File: src/rtl/fim_rdack_upsizer.sv
// Packs DATA_WIDTH words taken from an rdack-style FIFO into RATIO-word beats.
// A packet's final word (or a full accumulator) closes the beat early with out_keep marking valid slots.
module fim_rdack_upsizer #(
  parameter int DATA_WIDTH = 32,
  parameter int RATIO      = 4
) (
  input  logic                        clk,
  input  logic                        rst_n,
  input  logic [DATA_WIDTH-1:0]       in_data,
  input  logic                        in_last,
  input  logic                        in_valid,
  output logic                        in_ack,
  output logic [DATA_WIDTH*RATIO-1:0] out_data,
  output logic [RATIO-1:0]            out_keep,
  output logic                        out_last,
  output logic                        out_valid,
  input  logic                        out_ready,
  output logic [15:0]                 pkt_cnt
);

  localparam int CW = $clog2(RATIO);

  logic [CW-1:0]               slot_reg;
  logic                        out_free;
  logic                        completes;
  logic                        load;
  logic                        store;
  logic [DATA_WIDTH*RATIO-1:0] beat_data;
  logic [RATIO-1:0]            beat_keep;

  assign out_free  = ~out_valid | out_ready;
  assign completes = in_valid & ((slot_reg == CW'(RATIO - 1)) | in_last);
  // A completing word may only be taken when the output register can be overwritten.
  assign in_ack    = in_valid & rst_n & (~completes | out_free);
  assign load      = in_ack & completes;
  assign store     = in_ack & ~completes;

  generate
    for (genvar gi = 0; gi < RATIO; gi++) begin : g_slot
      assign beat_keep[gi] = (CW'(gi) <= slot_reg);

      if (gi < RATIO - 1) begin : g_acc
        logic [DATA_WIDTH-1:0] acc_reg;

        always_ff @(posedge clk or negedge rst_n) begin
          if (!rst_n) begin
            acc_reg <= '0;
          end else if (load) begin
            acc_reg <= '0;
          end else if (store && (slot_reg == CW'(gi))) begin
            acc_reg <= in_data;
          end
        end

        assign beat_data[gi*DATA_WIDTH +: DATA_WIDTH] =
          (CW'(gi) < slot_reg)  ? acc_reg :
          (CW'(gi) == slot_reg) ? in_data : '0;
      end else begin : g_top
        // The top slot is only ever filled directly by the completing word.
        assign beat_data[gi*DATA_WIDTH +: DATA_WIDTH] =
          (CW'(gi) == slot_reg) ? in_data : '0;
      end
    end
  endgenerate

  always_ff @(posedge clk or negedge rst_n) begin
    if (!rst_n) begin
      slot_reg <= '0;
    end else if (load) begin
      slot_reg <= '0;
    end else if (store) begin
      slot_reg <= slot_reg + 1'b1;
    end
  end

  always_ff @(posedge clk or negedge rst_n) begin
    if (!rst_n) begin
      out_data  <= '0;
      out_keep  <= '0;
      out_last  <= 1'b0;
      out_valid <= 1'b0;
    end else if (load) begin
      out_data  <= beat_data;
      out_keep  <= beat_keep;
      out_last  <= in_last;
      out_valid <= 1'b1;
    end else if (out_valid && out_ready) begin
      out_valid <= 1'b0;
    end
  end

  always_ff @(posedge clk or negedge rst_n) begin
    if (!rst_n) begin
      pkt_cnt <= '0;
    end else if (out_valid && out_ready && out_last) begin
      pkt_cnt <= pkt_cnt + 16'd1;
    end
  end

endmodule

File: config.mk
export PLATFORM = sky130hd
export DESIGN_NAME = fim_rdack_upsizer
export DESIGN_NICKNAME = d
export VERILOG_FILES = /design/src/rtl/fim_rdack_upsizer.sv
export SDC_FILE = /design/constraint.sdc
export NUM_CORES = 1
export LEC_CHECK = 0
export ABC_CLOCK_PERIOD_IN_PS = 2000
export CORE_ASPECT_RATIO = 0.5
export CORE_UTILIZATION = 40
export CTS_CLUSTER_DIAMETER = 200
export CTS_CLUSTER_SIZE = 12
export DETAILED_ROUTE_END_ITERATION = 6
export GPL_TIMING_DRIVEN = 0
export HOLD_SLACK_MARGIN = 0.05
export PLACE_DENSITY_LB_ADDON = 0.1
export SYNTH_ARGS = -nofsm -noshare
export SYNTH_HDL_FRONTEND = slang
export SYNTH_SLANG_ARGS = --single-unit
File: constraint.sdc
create_clock -name clk -period 2 [get_ports clk]
set_input_delay 0.6 -clock clk [delete_from_list [all_inputs] [get_ports clk]]
set_output_delay 0.6 -clock clk [all_outputs]
set_load 0.1 [all_outputs]
==> results of run 1 <==
## cell usage after synthesis, types with 17 or more instances
master    instances
nor2_1           67
o21ai_1          17
o21ai_0          20
mux2i_1          32
buf_2            49
a32oi_1          32
a21oi_1          76
a22o_1           32
dfrtp_1         248
a21oi_2          20
nand2_1         299
a221oi_1         32
## cells in the final DEF (no fill, tap or decap), types with 3 or more instances in the layout
master	count
nand4_1	6
clkbuf_2	3
clkbuf_16	25
buf_2	156
dfrtp_1	245
xnor2_1	9
a21oi_2	25
a221oi_1	19
buf_16	3
mux2i_1	30
a32oi_2	13
ha_1	5
a32oi_1	19
buf_4	28
buf_6	23
clkdlybuf4s50_1	34
and2_1	4
a221oi_2	12
clkbuf_1	7
buf_12	4
a22o_1	32
o21ai_1	17
o21ai_0	20
nand3_1	7
and3_1	3
a21oi_1	71
clkbuf_4	18
xor2_1	6
nor2_1	67
dfrtp_2	3
nand2_1	297
## final timing paths
check	startpoint	endpoint	slack (ns)	depth (start not counted)
setup / recovery	slot_reg[1]$_DFFE_PN0P_	in_ack	-0.37	5
setup reg to reg	slot_reg[1]$_DFFE_PN0P_	out_data[57]$_DFFE_PN0P_	-0.19	9
hold reg to reg	out_data[71]$_DFFE_PN0P_	out_data[71]$_DFFE_PN0P_	0.46	2
max in group asynchronous	rst_n	pkt_cnt[5]$_DFFE_PN0P_	1.10	2
hold / removal	rst_n	out_data[21]$_DFFE_PN0P_	0.07	2
min in group clk	out_data[71]$_DFFE_PN0P_	out_data[71]$_DFFE_PN0P_	0.46	2
## cells by family (layout without fill, tap and decap cells)
kind of cell / count (synthesis) / count (layout) / share of synthesized area, %
and+or+nand+nor: 397 / 397 / 15.2
buffers and inverters: 83 / 312 / 4.59
AOI/OAI and AO/OA: 231 / 231 / 15.3
adders and majority gates: 6 / 6 / 0.722
muxes: 33 / 33 / 3.19
DFF: 248 / 248 / 59.7
xor gates and xnor gates: 15 / 15 / 1.26
## repair_timing
action                                  4_1_cts  5_1_grt
resized for setup                           798      103
buffers inserted                              3        4
endpoints found under the hold margin        68        0
pin swaps                                     1        1
endpoints found under the setup margin      380      174
cloned                                        2        0
hold buffers                                  3        0
## power breakdown
part | switching, mW | total (mW) | internal, mW
clock network | 1.87 | 4.21 | 2.33
registers | 0.533 | 6.41 | 5.88
logic | 5.83 | 7.19 | 1.36
total | 8.24 | 17.8 | 9.58
## per-stage QoR
| step | util [%] | setup WS, ns | area (µm²) | std cells |
|---|---|---|---|---|
| after floorplan | - | 0.00840 | 10400 | 1013 |
| after global placement | 50.2 | -11.32 | 12700 | 1544 |
| after detailed placement | 50.4 | -1.84 | 12800 | 1546 |
| after CTS | 51.0 | -0.406 | 12900 | 1582 |
| after global routing | 52.6 | -0.428 | 13300 | 1586 |
| final | 52.6 | -0.373 | 13300 | 1586 |
## per-layer routing
metal  wire [µm]  part of all wire (%)
met1       15400                    48
met2       14100                    44
met5           0                     0
met4         466                   1.5
met3        1890                   5.9
## final cells by class
class | instances | area (µm²) | share of cell area (%)
inverter | 3 | 11.3 | 0.0844
tap | 344 | 430 | 3.23
buffer | 80 | 642 | 4.81
timing repair buffer | 201 | 1400 | 10.5
clock buffer | 27 | 633 | 4.75
multi-input combinational | 682 | 3980 | 29.8
sequential | 248 | 6210 | 46.6
clock inverter | 1 | 30.0 | 0.225
==> impl_metrics.yaml, run 1 <==
outcome:
  outcome: "finished with violations"
  violations: "setup timing"
placed_design:
  hpwl_mm: 21.8
  io_buffers: 187
  gp_congestion: 0.809
sta:
  rsz0062_at_grt: "yes"
  setup_ws_ns: -0.373
  hold_viol: 0
  hold_slack_ns: 0.0653
  relSlewSlack_pct: 49.9
  post-route-period-util_pct: 119
  final.setup.tns_ns: -3.74
  finClkSkew_ns: 0.0127
  period_needed_ns: 2.37
  setup_viol: 39
  slew_viol_final: 0
  tightest_slew_ns: 0.752
  fmax_mhz: 421
setup_path:
  cpPeakStageDelay_ns: 0.42
  critPathMaxFanout: 3
  path_cells: "ha_4 -> and4bb_1 -> buf_6 -> a21o_4 -> buf_12"
  start_kind: "flop"
  path_buf_inv: 2
  slowest_stage: "dfrtp_1"
  critPathKind: "flop to output pin"
  endpoint_kind: "output pin"
  cp_top_family: "flip-flops"
  cp_data_required_time_ns: 1.40
  arrival_ns: 1.77
logic_synthesis:
  syn_avg_cell_area_um2: 10.3
  synth_edf_count: 0
  synth_top_area_share_pct: 59.7
  synth_nets: 1056
  synthesis.area_mm2: 0.0104
  synth_ff_type: "dfrtp_1"
  synth_top_cells_by_area: "dfrtp_1, nand2_1, a21oi_1"
  synthArstFlopShare_pct: 100
  ys_seq_elements: 248
  yosysTopAreaCell: "dfrtp_1"
  post_synth_inst_count: 1013
  ys_seq_area_share_pct: 59.7
  yosys_warnings: 0
  ys_types: 34
finish:
  area_growth_pct: 28.2
  drive_above_1_share_pct: 26.7
  n_antenna_cell: 0
  nFillCells: 2353
  final_nets: 1283
  largest_register_ffs: 128
pwr:
  total_power_mw: 17.8
  max-vdd-ir-drop_mv: 0.689
  p_per_area_mw_per_mm2: 1340
  p_leak_nw: 6.65
clock_tree:
  insertion_delay_ns: 0.53
  cts.sinks: 248
  clockBufferDepth: 3
  clk_pin_slew_ns: 0.07
  cts_tree: "yes"
  numCtsBuffers: 24
  ctsHtreeMaxLevel: 1
  root_buffer: "clkbuf_16"
die:
  core_area_mm2: 0.0253
  std_cell_rows: 41
  die-area_mm2: 0.0267
  die_x_um: 230
  initial_core_util_pct: 41.0
  die_y_um: 116
  ioPinCount: 188
route:
  vias: 8460
  drtAntennaViolNets: 0
  drt_iter0_markers: 595
  drt-total-wl_mm: 31.9
  wl_per_cell_um: 20.1
  drt_drc_violations_left: 0
  dr.pass1.iters: 5
  viasPerCell: 5.33
global_routing:
  globalRouteTotalUtil_pct: 24.4
  grt_pass1_wl_mm: 49.7
  use_met1_pct: 36.7
  met3_usage_pct: 4.72
  globalRoute.busiestLayer: "met2"
  grt_max_degree: 98
  grt_pass1_vias: 8412
  grt.met2_usage_pct: 36.7
  overflow: 0
  antenna_found_initial: 0
flow_run:
  maxCapViolations: 0
min_path:
  hold_class: "input pin to async pin"
Power figures use the tool's default switching activity.
==> run 2: changes to the inputs <==
--- a/config.mk
+++ b/config.mk
@@ -7,6 +7,7 @@
 export LEC_CHECK = 0
 export ABC_CLOCK_PERIOD_IN_PS = 2000
 export CORE_ASPECT_RATIO = 0.5
+export CORE_MARGIN = 2
 export CORE_UTILIZATION = 40
 export CTS_CLUSTER_DIAMETER = 200
 export CTS_CLUSTER_SIZE = 12
==> run 2 against run 1 <==
Effect of this change: the flow still finishes with violations (setup timing); register-to-register slack improved by 0.25 ns; sequential power barely moved; maximum frequency rose by 1.5%; largest cell class unchanged.
==> impl_metrics.yaml, run 2 (synthesis gave the netlist of run 1 again) <==
finish:
  largest_register_ffs: 128
  area_growth_pct: 31.4
  final_common_cell: "nand2_1"
  drive_above_1_share_pct: 27.6
  fin_area_mm2: 0.0137
  postLayoutCoreUtil_pct: 53.8
  layout_common_cells: "nand2_1, dfrtp_1, buf_2, a21oi_1, nor2_1"
  n_antenna_cell: 0
  final_nets: 1296
global_routing:
  antenna_found_initial: 0
  grt_max_degree: 62
  grt_pass1_wl_mm: 51.3
  globalRouteTotalUtil_pct: 24.3
  grt_pass1_vias: 8569
  overflow: 0
route:
  drtAntennaViolNets: 0
  wl_met3_mm: 2.18
  wl_per_cell_um: 20.8
  drt_iter0_markers: 645
  drt_drc_violations_left: 0
  drt-total-wl_mm: 33.2
  wl_met2_mm: 15.3
  vias: 8595
  viasPerCell: 5.38
  wl_met1_mm: 15.4
  highest_layer: "met4"
  dr.pass1.iters: 5
die:
  initial_core_util_pct: 41.0
  die_y_um: 118
  std_cell_rows: 41
  ioPinCount: 188
  die-area_mm2: 0.0274
  die_x_um: 232
  core_area_mm2: 0.0254
sta:
  slew_viol_final: 0
  hold_viol: 0
  fmax_mhz: 428
  hold_slack_ns: 0.0827
  tightest_slew_ns: 0.692
  finClkSkew_ns: 0.0410
  setup_viol: 3
  post-route-period-util_pct: 117
  setup_ws_ns: -0.338
  rsz0062_at_grt: "yes"
  relSlewSlack_pct: 53.9
  period_needed_ns: 2.34
outcome:
  violations: "setup timing"
  outcome: "finished with violations"
clock_tree:
  cts_tree: "yes"
  clk_pin_slew_ns: 0.07
  insertion_delay_ns: 0.56
  ctsHtreeMaxLevel: 1
  cts.sinks: 248
  clockBufferDepth: 3
  root_buffer: "clkbuf_16"
  numCtsBuffers: 24
setup_path:
  arrival_ns: 1.74
  rr_worst_depth: 11
  critical_path.startpoint: "slot_reg[0]$_DFFE_PN0P_"
  rr_startpoint: "slot_reg[1]$_DFFE_PN0P_"
  critPathKind: "flop to output pin"
  cp_data_required_time_ns: 1.40
  critPathMaxFanout: 3
  rrSetupSlack_ns: 0.06
  endpoint: "in_ack"
  endpoint_kind: "output pin"
  start_kind: "flop"
  r2r_end: "g_slot[0].g_acc.acc_reg[5]$_DFFE_PN0P_"
placed_design:
  placed_cell_area_mm2: 0.0128
  io_buffers: 187
  gp_congestion: 0.824
  hpwl_mm: 21.7
pwr:
  internal-power_mw: 9.62
  switching_power_mw: 8.32
  power_frac_clock_pct: 23.2
  max-vdd-ir-drop_mv: 0.681
  power_frac_comb_pct: 41.0
  p_per_area_mw_per_mm2: 1310
  p_leak_nw: 6.82
  switching_share_pct: 46.4
  total_power_mw: 17.9
  p_seq_share_pct: 35.8
min_path:
  hold_class: "input pin to async pin"
flow_run:
  maxCapViolations: 0
run 2: repair_timing:
item | in CTS | in global routing
hold buffers | 2 | 0
setup endpoints to repair | 383 | 138
hold endpoints to repair | 44 | 0
setup buffers | 6 | 7
resized for setup | 820 | 82
gates cloned | 8 | 4
pin swaps | 1 | 4
run 2: power by group through the flow:
stage	logic (mW)	clock network (mW)	registers [mW]
after CTS	7.17	4.24	6.41
after global placement	7.40	0	6.49
after detailed placement	7.46	0	6.51
after floorplan	1.35	0	10.6
final	7.35	4.16	6.42
after global routing	7.66	4.48	6.52
run 2: worst min-delay path by stage:
stage | end | cells after the start
5_1_grt | out_valid$_DFFE_PN0P_ | 3
3_3_place_gp | out_data[89]$_DFFE_PN0P_ | 2
4_1_cts | out_valid$_DFFE_PN0P_ | 3
2_1_floorplan | g_slot[0].g_acc.acc_reg[0]$_DFFE_PN0P_ | 0
3_5_place_dp | out_data[70]$_DFFE_PN0P_ | 2
6_report | out_valid$_DFFE_PN0P_ | 3
run 2: per-stage QoR:
step,TNS [ns],setup WS [ns],instances
2_1_floorplan,0,0.00840,1013
3_3_place_gp,-4818.28,-11.34,1544
3_5_place_dp,-315.43,-2.26,1546
4_1_cts,-0.457,-0.374,1590
5_1_grt,-0.493,-0.389,1599
6_report,-0.344,-0.338,1599
run 2: routing by layer:
layer / global-route usage [%] / vias up
met5: 0 / -
met3: 4.31 / 29
met4: 4.13 / 0
li1: - / 3953
met2: 37.8 / 281
met1: 36.0 / 4332
run 2: area by class of cell:
class                   instances  area, µm²
inverters                       3       13.8
clock buffers                  26        608
clock inverters                 2       46.3
plain buffers                  78        632
flip-flops and latches        248       6210
fillers                      2312      11700
repair buffers                216       1740
multi-input cells             682       3990
well taps                     344        430
run 2: critical path, stage by stage (launching register included):
cell      delay, ns
dfrtp_1        0.38
ha_2           0.18
and4bb_2       0.31
a21o_4         0.12
buf_12         0.17
